--- src/rtl/flash_prog_sequencer.sv ---
// Bus-write sequencer for a 16-bit NOR flash: issues JEDEC unlock/command cycles,
// then polls RY/BY# with a timeout. All outputs are registered.
module flash_prog_sequencer #(
    parameter int                   SETUP_CYCLES  = 1,
    parameter int                   WE_LOW_CYCLES = 2,
    parameter int                   SETTLE_CYCLES = 4,
    parameter int                   TIMEOUT_W     = 24,
    parameter logic [TIMEOUT_W-1:0] TIMEOUT_MAX   = 24'hFFFFFF
) (
    input  logic        CLK_MCU,
    input  logic        nRESET,
    input  logic        CMD_VALID,
    output logic        CMD_READY,
    input  logic [1:0]  CMD_OP,
    input  logic [18:1] CMD_ADDR,
    input  logic [15:0] CMD_DATA,
    output logic [18:1] FL_ADDR,
    output logic [15:0] FL_DATA,
    output logic        FL_DATA_OE,
    output logic        nFLASH_WE,
    output logic        nFLASH_OE,
    input  logic        nFLASH_BUSY,
    output logic        SEQ_DONE,
    output logic        SEQ_ERROR
);

    typedef enum logic [2:0] {
        ST_IDLE, ST_SETUP, ST_STROBE, ST_HOLD, ST_SETTLE, ST_POLL, ST_FINISH
    } state_t;

    localparam logic [7:0]           SETUP_LAST  = 8'(SETUP_CYCLES - 1);
    localparam logic [7:0]           WE_LAST     = 8'(WE_LOW_CYCLES - 1);
    localparam logic [7:0]           SETTLE_LAST = 8'(SETTLE_CYCLES - 1);
    localparam logic [TIMEOUT_W-1:0] TO_LAST     = TIMEOUT_MAX - TIMEOUT_W'(1);

    // Address/data of bus write idx for the given command.
    function automatic logic [33:0] bus_write(input logic [1:0] op, input logic [2:0] idx,
                                              input logic [18:1] addr, input logic [15:0] data);
        logic [33:0] w;
        case (op)
            2'b00: begin
                case (idx)
                    3'd0:    w = {18'h00555, 16'h00AA};
                    3'd1:    w = {18'h002AA, 16'h0055};
                    3'd2:    w = {18'h00555, 16'h00A0};
                    default: w = {addr, data};
                endcase
            end
            2'b01, 2'b10: begin
                case (idx)
                    3'd0, 3'd3: w = {18'h00555, 16'h00AA};
                    3'd1, 3'd4: w = {18'h002AA, 16'h0055};
                    3'd2:       w = {18'h00555, 16'h0080};
                    default:    w = (op == 2'b01) ? {addr, 16'h0030} : {18'h00555, 16'h0010};
                endcase
            end
            default: w = {addr, 16'h00F0};
        endcase
        return w;
    endfunction

    // Index of the final bus write for the given command.
    function automatic logic [2:0] last_idx(input logic [1:0] op);
        logic [2:0] n;
        case (op)
            2'b00:        n = 3'd3;
            2'b01, 2'b10: n = 3'd5;
            default:      n = 3'd0;
        endcase
        return n;
    endfunction

    state_t               state_r, state_s;
    logic [2:0]           idx_r, idx_s;
    logic [7:0]           ph_r, ph_s;
    logic [TIMEOUT_W-1:0] to_r, to_s;
    logic [1:0]           op_r, op_s;
    logic [18:1]          caddr_r, caddr_s;
    logic [15:0]          cdata_r, cdata_s;
    logic                 err_r, err_s;
    logic                 ready_r, ready_s;
    logic                 done_r, done_s;
    logic                 we_n_r, we_n_s;
    logic                 oe_r, oe_s;
    logic [18:1]          fl_addr_r, fl_addr_s;
    logic [15:0]          fl_data_r, fl_data_s;
    logic                 busy_meta_r, busy_sync_r;
    logic                 accept_s;

    assign CMD_READY  = ready_r;
    assign SEQ_DONE   = done_r;
    assign SEQ_ERROR  = err_r;
    assign nFLASH_WE  = we_n_r;
    assign nFLASH_OE  = 1'b1;
    assign FL_DATA_OE = oe_r;
    assign FL_ADDR    = fl_addr_r;
    assign FL_DATA    = fl_data_r;

    // Two-flop synchronizer for RY/BY#; resets to "ready".
    always_ff @(posedge CLK_MCU) begin
        if (!nRESET) begin
            busy_meta_r <= 1'b1;
            busy_sync_r <= 1'b1;
        end else begin
            busy_meta_r <= nFLASH_BUSY;
            busy_sync_r <= busy_meta_r;
        end
    end

    // Next-state, counters and next values of the registered outputs.
    always_comb begin
        state_s  = state_r;
        idx_s    = idx_r;
        ph_s     = ph_r;
        to_s     = to_r;
        err_s    = err_r;
        op_s     = op_r;
        caddr_s  = caddr_r;
        cdata_s  = cdata_r;
        accept_s = CMD_VALID & ready_r;

        case (state_r)
            ST_IDLE: begin
                if (accept_s) begin
                    state_s = ST_SETUP;
                    idx_s   = 3'd0;
                    ph_s    = 8'd0;
                    err_s   = 1'b0;
                    op_s    = CMD_OP;
                    caddr_s = CMD_ADDR;
                    cdata_s = CMD_DATA;
                end else begin
                    state_s = ST_IDLE;
                end
            end
            ST_SETUP: begin
                if (ph_r == SETUP_LAST) begin
                    state_s = ST_STROBE;
                    ph_s    = 8'd0;
                end else begin
                    ph_s = ph_r + 8'd1;
                end
            end
            ST_STROBE: begin
                if (ph_r == WE_LAST) begin
                    state_s = ST_HOLD;
                    ph_s    = 8'd0;
                end else begin
                    ph_s = ph_r + 8'd1;
                end
            end
            ST_HOLD: begin
                if (idx_r != last_idx(op_r)) begin
                    state_s = ST_SETUP;
                    idx_s   = idx_r + 3'd1;
                end else if (op_r == 2'b11) begin
                    state_s = ST_FINISH;
                end else begin
                    state_s = ST_SETTLE;
                    ph_s    = 8'd0;
                end
            end
            ST_SETTLE: begin
                to_s = '0;
                if (ph_r == SETTLE_LAST) begin
                    state_s = ST_POLL;
                    ph_s    = 8'd0;
                end else begin
                    ph_s = ph_r + 8'd1;
                end
            end
            ST_POLL: begin
                if (busy_sync_r) begin
                    state_s = ST_FINISH;
                end else if (to_r == TO_LAST) begin
                    state_s = ST_FINISH;
                    to_s    = TIMEOUT_MAX;
                    err_s   = 1'b1;
                end else begin
                    to_s = to_r + TIMEOUT_W'(1);
                end
            end
            ST_FINISH: state_s = ST_IDLE;
            default:   state_s = ST_IDLE;
        endcase

        ready_s = (state_s == ST_IDLE);
        done_s  = (state_s == ST_FINISH);
        we_n_s  = (state_s != ST_STROBE);
        oe_s    = (state_s == ST_SETUP) || (state_s == ST_STROBE) || (state_s == ST_HOLD);
        // Bus values are loaded in SETUP and then simply held.
        if (state_s == ST_SETUP) begin
            {fl_addr_s, fl_data_s} = bus_write(op_s, idx_s, caddr_s, cdata_s);
        end else begin
            fl_addr_s = fl_addr_r;
            fl_data_s = fl_data_r;
        end
    end

    // State, counters, captured command and output registers.
    always_ff @(posedge CLK_MCU) begin
        if (!nRESET) begin
            state_r   <= ST_IDLE;
            idx_r     <= 3'd0;
            ph_r      <= 8'd0;
            to_r      <= '0;
            op_r      <= 2'b00;
            caddr_r   <= 18'h00000;
            cdata_r   <= 16'h0000;
            err_r     <= 1'b0;
            ready_r   <= 1'b1;
            done_r    <= 1'b0;
            we_n_r    <= 1'b1;
            oe_r      <= 1'b0;
            fl_addr_r <= 18'h00000;
            fl_data_r <= 16'h0000;
        end else begin
            state_r   <= state_s;
            idx_r     <= idx_s;
            ph_r      <= ph_s;
            to_r      <= to_s;
            op_r      <= op_s;
            caddr_r   <= caddr_s;
            cdata_r   <= cdata_s;
            err_r     <= err_s;
            ready_r   <= ready_s;
            done_r    <= done_s;
            we_n_r    <= we_n_s;
            oe_r      <= oe_s;
            fl_addr_r <= fl_addr_s;
            fl_data_r <= fl_data_s;
        end
    end

endmodule

--- config.mk ---
export PLATFORM = sky130hd
export DESIGN_NAME = flash_prog_sequencer
export DESIGN_NICKNAME = d
export VERILOG_FILES = /design/src/rtl/flash_prog_sequencer.sv
export SDC_FILE = /design/constraint.sdc
export NUM_CORES = 1
export LEC_CHECK = 0
export CAP_MARGIN = 20
export CELL_PAD_IN_SITES_DETAIL_PLACEMENT = 1
export CELL_PAD_IN_SITES_GLOBAL_PLACEMENT = 1
export CORE_ASPECT_RATIO = 1.4
export CORE_MARGIN = 3
export CORE_UTILIZATION = 41
export DETAILED_ROUTE_END_ITERATION = 6
export GPL_ROUTABILITY_DRIVEN = 0
export PLACE_DENSITY = 0.83
export SETUP_SLACK_MARGIN = 0.1
export SLEW_MARGIN = 20
export SYNTH_ARGS = -nofsm -noshare
export SYNTH_HDL_FRONTEND = slang
export SYNTH_SLANG_ARGS = --single-unit
--- constraint.sdc ---
create_clock -name CLK_MCU -period 5 [get_ports CLK_MCU]
set_input_delay 1 -clock CLK_MCU [delete_from_list [all_inputs] [get_ports CLK_MCU]]
set_output_delay 1 -clock CLK_MCU [all_outputs]
set_load 0.005 [all_outputs]
==> reports/metrics.yaml, run 1 <==
crit_arrival_ns: 4.10
clock_skew_ns: 0.00957
hold_violations: 0
core.rowCount: 49
swShare: 0.348
critPathMostFrequentCell: "or3_1"
grt.total_usage: 0.233
drc_errors: 0
cts_tree: "yes"
tightest_slew_ns: 0.804
layout.nets: 770
vdd.ir_drop.worst_mv: 0.287
n_fill_cell: 1494
die_x_um: 104
n_antenna_cell: 0
root_buffer: "clkbuf_16"
ys_seq_area_frac: 0.422
intPower_mw: 2.22
die-area_um2: 14800
ctsResizeCount: 0
drv_slew: 0
port_buffers: 78
grt_pass1_vias: 5729
seq_power_share: 0.343
p_leak_nw: 2.58
worstSkewPairLatency_ns: 0.42
r2r_cells: 9
slowest_delay_ns: 0.59
place_area_um2: 6360
grt_max_degree: 36
fin_area_um2: 6930
overflow: 0
max_freq_ghz: 0.265
drtIter0Drc: 179
crit_chain: "clkdlybuf4s50_1, nand2_1, nor2_4, mux2i_1, inv_1, ha_1, or3_1, or3_1, o22ai_1"
final_cells: 909
dp.cells: 877
clock_sinks: 115
cp.required_ns: 5.32
syn2layout_area_growth_pct: 26.9
regArea_um2: 2300
synth-warning-count: 0
cts_setup_buffers: 0
num_io_pins: 80
post-dp-hpwl_mm: 11.5
grt_first_pass_wirelength_mm: 28.1
die_h_um: 143
post_drt_wl_per_cell_um: 18.7
postCtsHoldBufs: 0
min_period_ns: 3.78
htreeDepth: 4
holdPathStages: 1
slowest_stage: "or3_1"
ys_seq_elements: 115
antenna_found_initial: 0
netlist_area_um2: 5460
initial_utilization: 0.422
synth_edf_count: 0
hold_class: "flip-flop to flip-flop"
vias: 5249
layout_common_cells: "dfxtp_1, clkdlybuf4s50_1, nand2_1"
fin_hold_ws_ns: 0.403
viasPerCell: 5.77
drt_pass1_iterations: 5
synth_cell_types: 69
numCtsBuffers: 17
ys.flop_type: "dfxtp_1"
ant_nets: 0
r2r-start: "op_r[0]"
cts.clk_slew.worst_paths_ns: 0.06
tns_ns: 0
r2r-end: "FL_ADDR[7]"
critical_path.top_delay_family: "simple AND/OR/NAND/NOR gates"
cts_max_path_buffers: 2
path_buf_inv: 2
min_from: "busy_meta_r"
avgSynthCellArea_um2: 8.35
wirelength_mm: 17.0
clockPowerShare: 0.343
pwr-share-comb: 0.314
endpoint_kind: "flip-flop"
final_common_cell: "dfxtp_1"
drive_gt1_frac: 0.0834
cap_viol_max_count: 0
min_period_over_period: 0.756
async_flop_share: 0
hold_end: "busy_sync_r"
path_max_fanout: 12
mappedNetlistNets: 706
status: "finished, final reports clean"
timing_worst_setup_path_type: "input pin to flip-flop"
switchingPower_mw: 1.19
start_kind: "input pin"
rrSetupSlack_ns: 1.51
slew_headroom: 0.454
syn_inst: 654
coreArea_um2: 12900
multi_input_area_um2: 2930
grt_setup_unrepaired: "no"
cellPowerDensity_nw_per_um2: 491
setup_viol: 0
-- cells by family after synthesis --
group / Yosys count / synth area share
AND/OR/NAND/NOR: 237 / 0.219
AO/OA/AOI/OAI: 203 / 0.238
flip-flops: 115 / 0.422
buffers and inverters: 60 / 0.0445
multiplexers: 19 / 0.0348
adder cells (fa/ha/maj): 12 / 0.0275
XOR/XNOR: 7 / 0.0140
other: 1 / 0.000687
-- layer usage --
metal | track usage | routed length (µm)
met1 | 0.233 | 6430
met2 | 0.465 | 9530
met3 | 0.0527 | 694
met4 | 0.0931 | 389
met5 | 0 | 0
-- area by class of cell --
| class | count | area share |
|---|---|---|
| clock buffer | 18 | 0.0634 |
| clock inverter | 14 | 0.0186 |
| inverter | 20 | 0.0108 |
| multi-input combinational | 479 | 0.423 |
| sequential | 115 | 0.332 |
| tap | 178 | 0.0321 |
| timing repair buffer | 85 | 0.120 |
-- cell usage after synthesis (all sizes together), types with 6 or more instances --
cell type | n | share of area
dfxtp | 115 | 0.42
nand2 | 69 | 0.047
a21oi | 68 | 0.063
nor2 | 64 | 0.046
o21ai | 64 | 0.059
clkbuf | 25 | 0.017
inv | 20 | 0.014
mux2i | 19 | 0.035
nand3 | 19 | 0.017
nor3 | 16 | 0.017
a22o | 15 | 0.024
buf | 15 | 0.014
ha | 12 | 0.028
nand2b | 12 | 0.014
a31oi | 8 | 0.010
and3 | 8 | 0.0092
or3 | 8 | 0.010
and2 | 7 | 0.0080
a2111oi | 6 | 0.011
a21o | 6 | 0.0083
nand4 | 6 | 0.0069
-- sequential cells by signal (all words and copies together), names as in the netlist, 2 cells and up --
name,count
ph_r,8
to_r,24
op_r,2
FL_ADDR,18
FL_DATA,16
state_r,3
caddr_r,18
cdata_r,16
idx_r,3
-- power groups by stage --
stage | clock [mW] | sequential, mW | combinational [mW]
after global placement | 0 | 1.18 | 0.989
after floorplan | 0 | 1.15 | 0.657
after CTS | 1.18 | 1.17 | 1.06
after global routing | 1.23 | 1.18 | 1.17
after detailed placement | 0 | 1.18 | 1.04
final | 1.17 | 1.17 | 1.07
-- worst max path at each step --
stage          slack [ns]       from           to  depth (start not counted)
2_1_floorplan        1.18  CMD_VALID   FL_DATA[2]                         11
3_3_place_gp         1.12  CMD_VALID  FL_ADDR[10]                          9
3_5_place_dp         0.92  CMD_VALID   FL_ADDR[4]                          9
4_1_cts              1.25  CMD_VALID   FL_ADDR[4]                          9
5_1_grt              1.07  CMD_VALID   FL_ADDR[8]                          9
6_report             1.22  CMD_VALID   FL_ADDR[4]                          9
-- per-stage QoR --
stage,worst slack (ns),util,power [mW]
2_1_floorplan,1.18,-,1.81
3_3_place_gp,1.12,0.491,2.16
3_5_place_dp,0.921,0.491,2.22
4_1_cts,1.25,0.535,3.41
5_1_grt,1.07,0.536,3.58
6_report,1.22,0.536,3.40
No activity file was read; power rests on OpenSTA's default activity.
==> run 2, diff against run 1 <==
- clock period: 5 -> 3.7 ns (I/O delays scaled with it)
==> run 2 against run 1 <==
Against the previous run:
- flip-flop and latch count did not move
- via count is 0.59% higher
- combinational power grew 41%
- sequential power up 35%
- final area is 0.92% higher
- sequential share of layout area fell by 0.30 points
- die area is the same
==> reports/metrics.yaml, run 2 (same netlist as run 1, synthesis figures left out) <==
clock_skew_ns: 0.00998  # was 0.00957 ns
grt_max_degree: 39  # was 36
postCtsHoldBufs: 0  # unchanged
crit_arrival_ns: 3.57  # was 4.10 ns
overflow: 0  # unchanged
path_max_fanout: 7  # was 12
pwr-share-comb: 0.328  # was 0.314
crit_chain: "inv_1, ha_1, xor2_2, o31ai_4, mux2i_1, or3_4, o311a_1, nand2b_1, a2111oi_1"  # was clkdlybuf4s50_1, nand2_1, nor2_4, mux2i_1, inv_1, ha_1, or3_1, or3_1, o22ai_1
cts_tree: "yes"  # unchanged
grt_first_pass_wirelength_mm: 28.6  # was 28.1 mm
vdd.ir_drop.worst_mv: 0.420  # was 0.287 mV
drive_gt1_frac: 0.0957  # was 0.0834
final_util: 0.541  # was 0.536
antenna_found_initial: 0  # unchanged
cap_viol_max_count: 0  # unchanged
n_antenna_cell: 0  # unchanged
grt.total_usage: 0.238  # was 0.233
root_buffer: "clkbuf_16"  # unchanged
min_period_ns: 3.29
cts_setup_buffers: 0  # unchanged
cp.required_ns: 3.99  # was 5.32 ns
coreArea_um2: 12900  # unchanged
status: "finished, final reports clean"  # unchanged
cellPowerDensity_nw_per_um2: 659  # was 491 nW/µm²
post-dp-hpwl_mm: 11.7  # was 11.5 mm
core.rowCount: 49  # unchanged
clockPowerShare: 0.330  # was 0.343
setup_viol: 0  # unchanged
timing_worst_setup_path_type: "flip-flop to flip-flop"  # was input pin to flip-flop
die_h_um: 143  # unchanged
min_period_over_period: 0.888
drtIter0Drc: 219  # was 179
start_kind: "flip-flop"  # was input pin
hold_violations: 0  # unchanged
wirelength_mm: 17.4  # was 17.0 mm
initial_utilization: 0.422  # unchanged
post_drt_wl_per_cell_um: 18.9  # was 18.7 µm
critical_path.top_delay_family: "compound AO/OA/AOI/OAI gates"  # was simple AND/OR/NAND/NOR gates
port_buffers: 78  # unchanged
htreeDepth: 4  # unchanged
endpoint_kind: "flip-flop"  # unchanged
clock_sinks: 115  # unchanged
ant_nets: 0  # unchanged
die-area_um2: 14800  # unchanged
p_leak_nw: 2.61  # was 2.58 nW
die_x_um: 104  # unchanged
cts_max_path_buffers: 2  # unchanged
slew_headroom: 0.447  # was 0.454
drv_slew: 0  # unchanged
grt_setup_unrepaired: "no"  # unchanged
path_buf_inv: 1  # was 2
worstSkewPairLatency_ns: 0.41  # was 0.42 ns
swShare: 0.357  # was 0.348
layout.nets: 781  # was 770
vias: 5280  # was 5,249
layout_common_cells: "dfxtp_1, clkdlybuf4s50_1, nand2_1"  # unchanged
dpl_worst_slack_ns: 0.150  # was 0.921 ns
cts.clk_slew.worst_paths_ns: 0.06  # about the same
viasPerCell: 5.74  # was 5.77
max_freq_ghz: 0.304
slowest_stage: "mux2i_1"  # was or3_1
grt_pass1_vias: 5805  # was 5,729
fin_hold_ws_ns: 0.427  # was 0.403 ns
slowest_delay_ns: 0.70  # was 0.59 ns
drc_errors: 0  # unchanged
switchingPower_mw: 1.64  # was 1.19 mW
regMostFlops: "to_r"  # unchanged
syn2layout_area_growth_pct: 28.1  # was 26.9%
fin_ws_ns: 0.414  # was 1.22 ns
num_io_pins: 80  # unchanged
drt_pass1_iterations: 4  # was 5
seq_power_share: 0.343  # about the same
numCtsBuffers: 17  # unchanged
n_fill_cell: 1518  # was 1,494
intPower_mw: 2.97  # was 2.22 mW
ctsResizeCount: 0  # unchanged
tightest_slew_ns: 0.827  # was 0.804 ns
largest_reg_flops: 24  # unchanged
rrSetupSlack_ns: 0.41  # was 1.51 ns
hold_class: "flip-flop to flip-flop"  # unchanged
tns_ns: 0  # unchanged
final_common_cell: "dfxtp_1"  # unchanged
## run 2: changes by cell type in the layout (fill, tap and decap cells not counted), sizes merged
cell      delta
bufinv       -1
clkbuf       -1
clkinvlp     +1
inv          +1
buf         +11
## run 2: final cells by class
cell class                 count  area, µm²  area share
inverter                      20       75.1      0.0107
tap                          178        223      0.0318
clock buffer                  17        425      0.0608
timing repair buffer          96        916       0.131
sequential                   115       2300       0.329
multi-input combinational    479       2920       0.418
clock inverter                15        128      0.0183
## run 2: through the flow
step	instance area (µm²)	power, mW	instances
detailed placement	6440	3.06	888
finish	6990	4.61	920
global placement	6440	2.98	888
global route	6990	4.86	920
CTS	6990	4.63	920
floorplan	5460	2.44	654
## run 2: path summary, 6_finish.rpt
path	from	endpoint	depth (start not counted)
worst max-delay path	op_r[0]	FL_ADDR[3]	9
worst min-delay path	busy_meta_r	busy_sync_r	1
worst max register to register	op_r[0]	FL_ADDR[3]	9
worst min register to register	busy_meta_r	busy_sync_r	1
## run 2: routing by layer
metal / vias to the layer above / wire length (µm) / GRT usage
met5: - / 0 / 0
met4: 0 / 565 / 0.111
met2: 123 / 9730 / 0.473
met3: 52 / 579 / 0.0481
li1: 2486 / - / -
met1: 2619 / 6490 / 0.236
## run 2: power groups by stage
stage               sequential (mW)  clock [mW]  combinational (mW)
detailed placement             1.59           0                1.47
finish                         1.58        1.52                1.51
floorplan                      1.56           0               0.888
global route                   1.60        1.61                1.65
CTS                            1.58        1.54                1.52
global placement               1.59           0                1.40
==> run 3, diff against run 2 <==
- PLACE_DENSITY: 0.83 -> not set
- PLACE_DENSITY_LB_ADDON: not set -> 0.2
- SLEW_MARGIN: 20 -> 10
- clock period: 3.7 -> 3.38 ns (I/O delays scaled with it)
==> run 3 against run 2 <==
Against the previous run:
- global-route usage down 0.66 points
- sequential share of layout area down 0.37 points
- final area up 1.1%
- clock skew down 0.0028 ns
- first-iteration DRC count down 28%
- clock power up 11%
- setup slack worse by 0.10 ns
- critical path depth down 1
- routed wire length down 2.5%
- count of clock-buffer cells in the layout up 1
- via count down 0.74%
- critical path type unchanged
- critical endpoint is now FL_ADDR[4]
- largest cell class unchanged
- highest routed layer unchanged
==> reports/metrics.yaml, run 3 (same netlist as run 1, synthesis figures left out) <==
n_antenna_cell: 0  # unchanged
cts_tree: "yes"  # unchanged
htreeDepth: 4  # unchanged
crit_path_start: "state_r[0]"  # was op_r[0]
largest_reg_flops: 24  # unchanged
start_kind: "flip-flop"  # unchanged
hold_class: "flip-flop to flip-flop"  # unchanged
top_usage_layer: "met2"  # unchanged
crit_arrival_ns: 3.41  # was 3.57 ns
wirelength_mm: 16.9  # was 17.4 mm
crit_chain: "or3_1, nor2_4, mux2i_1, inv_1, ha_1, or3_1, or3_1, o22ai_1"  # was inv_1, ha_1, xor2_2, o31ai_4, mux2i_1, or3_4, o311a_1, nand2b_1, a2111oi_1
tightest_slew_ns: 0.806  # was 0.827 ns
setup_viol: 0  # unchanged
critical_path.top_delay_family: "simple AND/OR/NAND/NOR gates"  # was compound AO/OA/AOI/OAI gates
path_buf_inv: 1  # unchanged
final_cells: 926  # was 920
critPathMostFrequentCell: "or3_1"
die-area_um2: 14800  # unchanged
root_buffer: "clkbuf_16"  # unchanged
worstSkewPairLatency_ns: 0.43  # was 0.41 ns
cts.clk_slew.worst_paths_ns: 0.06  # about the same
die_x_um: 104  # unchanged
fin_ws_ns: 0.310  # was 0.414 ns
cap_viol_max_count: 0  # unchanged
met2_usage: 0.446  # was 0.473
layout.nets: 787  # was 781
min_period_ns: 3.07  # was 3.29 ns
slew_headroom: 0.461  # was 0.447
drc_errors: 0  # unchanged
die_h_um: 143  # unchanged
rrSetupSlack_ns: 0.31  # was 0.41 ns
tns_ns: 0  # unchanged
min_from: "busy_meta_r"  # unchanged
multi_input_area_um2: 2950  # was 2920 µm²
core.rowCount: 49  # unchanged
hold_violations: 0  # unchanged
antenna_found_initial: 0  # unchanged
coreArea_um2: 12900  # unchanged
cts_max_path_buffers: 2  # unchanged
met3_usage: 0.0499  # was 0.0481
drv_slew: 0  # unchanged
post_drt_wl_per_cell_um: 18.3  # was 18.9 µm
grt_max_degree: 32  # was 39
grt_setup_unrepaired: "no"  # unchanged
regArea_um2: 2300  # unchanged
r2r-start: "state_r[0]"  # was op_r[0]
numCtsBuffers: 17  # unchanged
dpl_worst_slack_ns: 0.0109  # was 0.150 ns
regMostFlops: "to_r"  # unchanged
grt_first_pass_wirelength_mm: 27.6  # was 28.6 mm
p_leak_nw: 2.66  # was 2.61 nW
num_io_pins: 80  # unchanged
max_freq_ghz: 0.326  # was 0.304 GHz
ant_nets: 0  # unchanged
vias: 5241  # was 5,280
met1_usage: 0.240  # was 0.236
n_fill_cell: 1534  # was 1,518
r2r_cells: 8  # was 9
syn2layout_area_growth_pct: 29.6  # was 28.1%
drt_pass1_iterations: 4  # unchanged
endpoint_kind: "flip-flop"  # unchanged
fin_hold_ws_ns: 0.414  # was 0.427 ns
min_period_over_period: 0.908  # was 0.888
slowest_stage: "or3_1"  # was mux2i_1
dp.cells: 894  # was 888
cellPowerDensity_nw_per_um2: 715  # was 659 nW/µm²
drtIter0Drc: 158  # was 219
path_depth: 8  # was 9
timing_worst_setup_path_type: "flip-flop to flip-flop"  # unchanged
path_max_fanout: 12  # was 7
layout_common_cells: "dfxtp_1, clkdlybuf4s50_1, nand2_1"  # unchanged
grt_pass1_vias: 5675  # was 5,805
status: "finished, final reports clean"  # unchanged
postCtsHoldBufs: 0  # unchanged
cp.required_ns: 3.72  # was 3.99 ns
holdPathStages: 1  # unchanged
clock_sinks: 115  # unchanged
initial_utilization: 0.422  # unchanged
grt.total_usage: 0.232  # was 0.238
clock_skew_ns: 0.00718  # was 0.00998 ns
viasPerCell: 5.66  # was 5.74
drive_gt1_frac: 0.107  # was 0.0957
final_common_cell: "dfxtp_1"  # unchanged
port_buffers: 78  # unchanged
overflow: 0  # unchanged
vdd.ir_drop.worst_mv: 0.368  # was 0.420 mV
slowest_delay_ns: 0.53  # was 0.70 ns
post-dp-hpwl_mm: 11.6  # was 11.7 mm
-- run 3: power breakdown --
| group | internal [mW] | switching (mW) |
|---|---|---|
| sequential | 1.58 | 0.130 |
| clock | 1.02 | 0.665 |
| combinational | 0.731 | 0.927 |
-- run 3: per-stage QoR --
step | util | cell area [µm²] | power (mW)
2_1_floorplan | - | 5470 | 2.69
3_3_place_gp | 0.502 | 6500 | 3.29
3_5_place_dp | 0.502 | 6500 | 3.36
4_1_cts | 0.545 | 7050 | 5.09
5_1_grt | 0.547 | 7070 | 5.32
6_report | 0.547 | 7070 | 5.05
-- run 3: routing by layer --
metal / vias up / share of wire
met2: 113 / 0.54
met5: - / 0
met1: 2596 / 0.40
met4: 0 / 0.026
li1: 2493 / -
met3: 39 / 0.034
-- run 3: final timing paths --
check / end
min reg2reg: busy_sync_r
max reg2reg: FL_ADDR[4]
min: busy_sync_r
max: FL_ADDR[4]
-- run 3: layout make-up --
type,instances,area share
timing repair buffer,102,0.138
inverter,20,0.0106
tap,178,0.0315
clock buffer,18,0.0621
sequential,115,0.325
multi-input combinational,479,0.417
clock inverter,14,0.0161
-- run 3: worst register-to-register path: stages, from the launching register on --
cell and delay [ns]:
dfxtp_1 0.42, or3_1 0.52, nor2_4 0.19, mux2i_1 0.33
inv_1 0.08, ha_1 0.20, or3_1 0.53, or3_1 0.51
o22ai_1 0.21
-- run 3: what timing repair did --
action | 4_1_cts | 5_1_grt
endpoints found under the setup margin | 0 | 20
buffers inserted | 0 | 0
gates resized for setup | 0 | 3
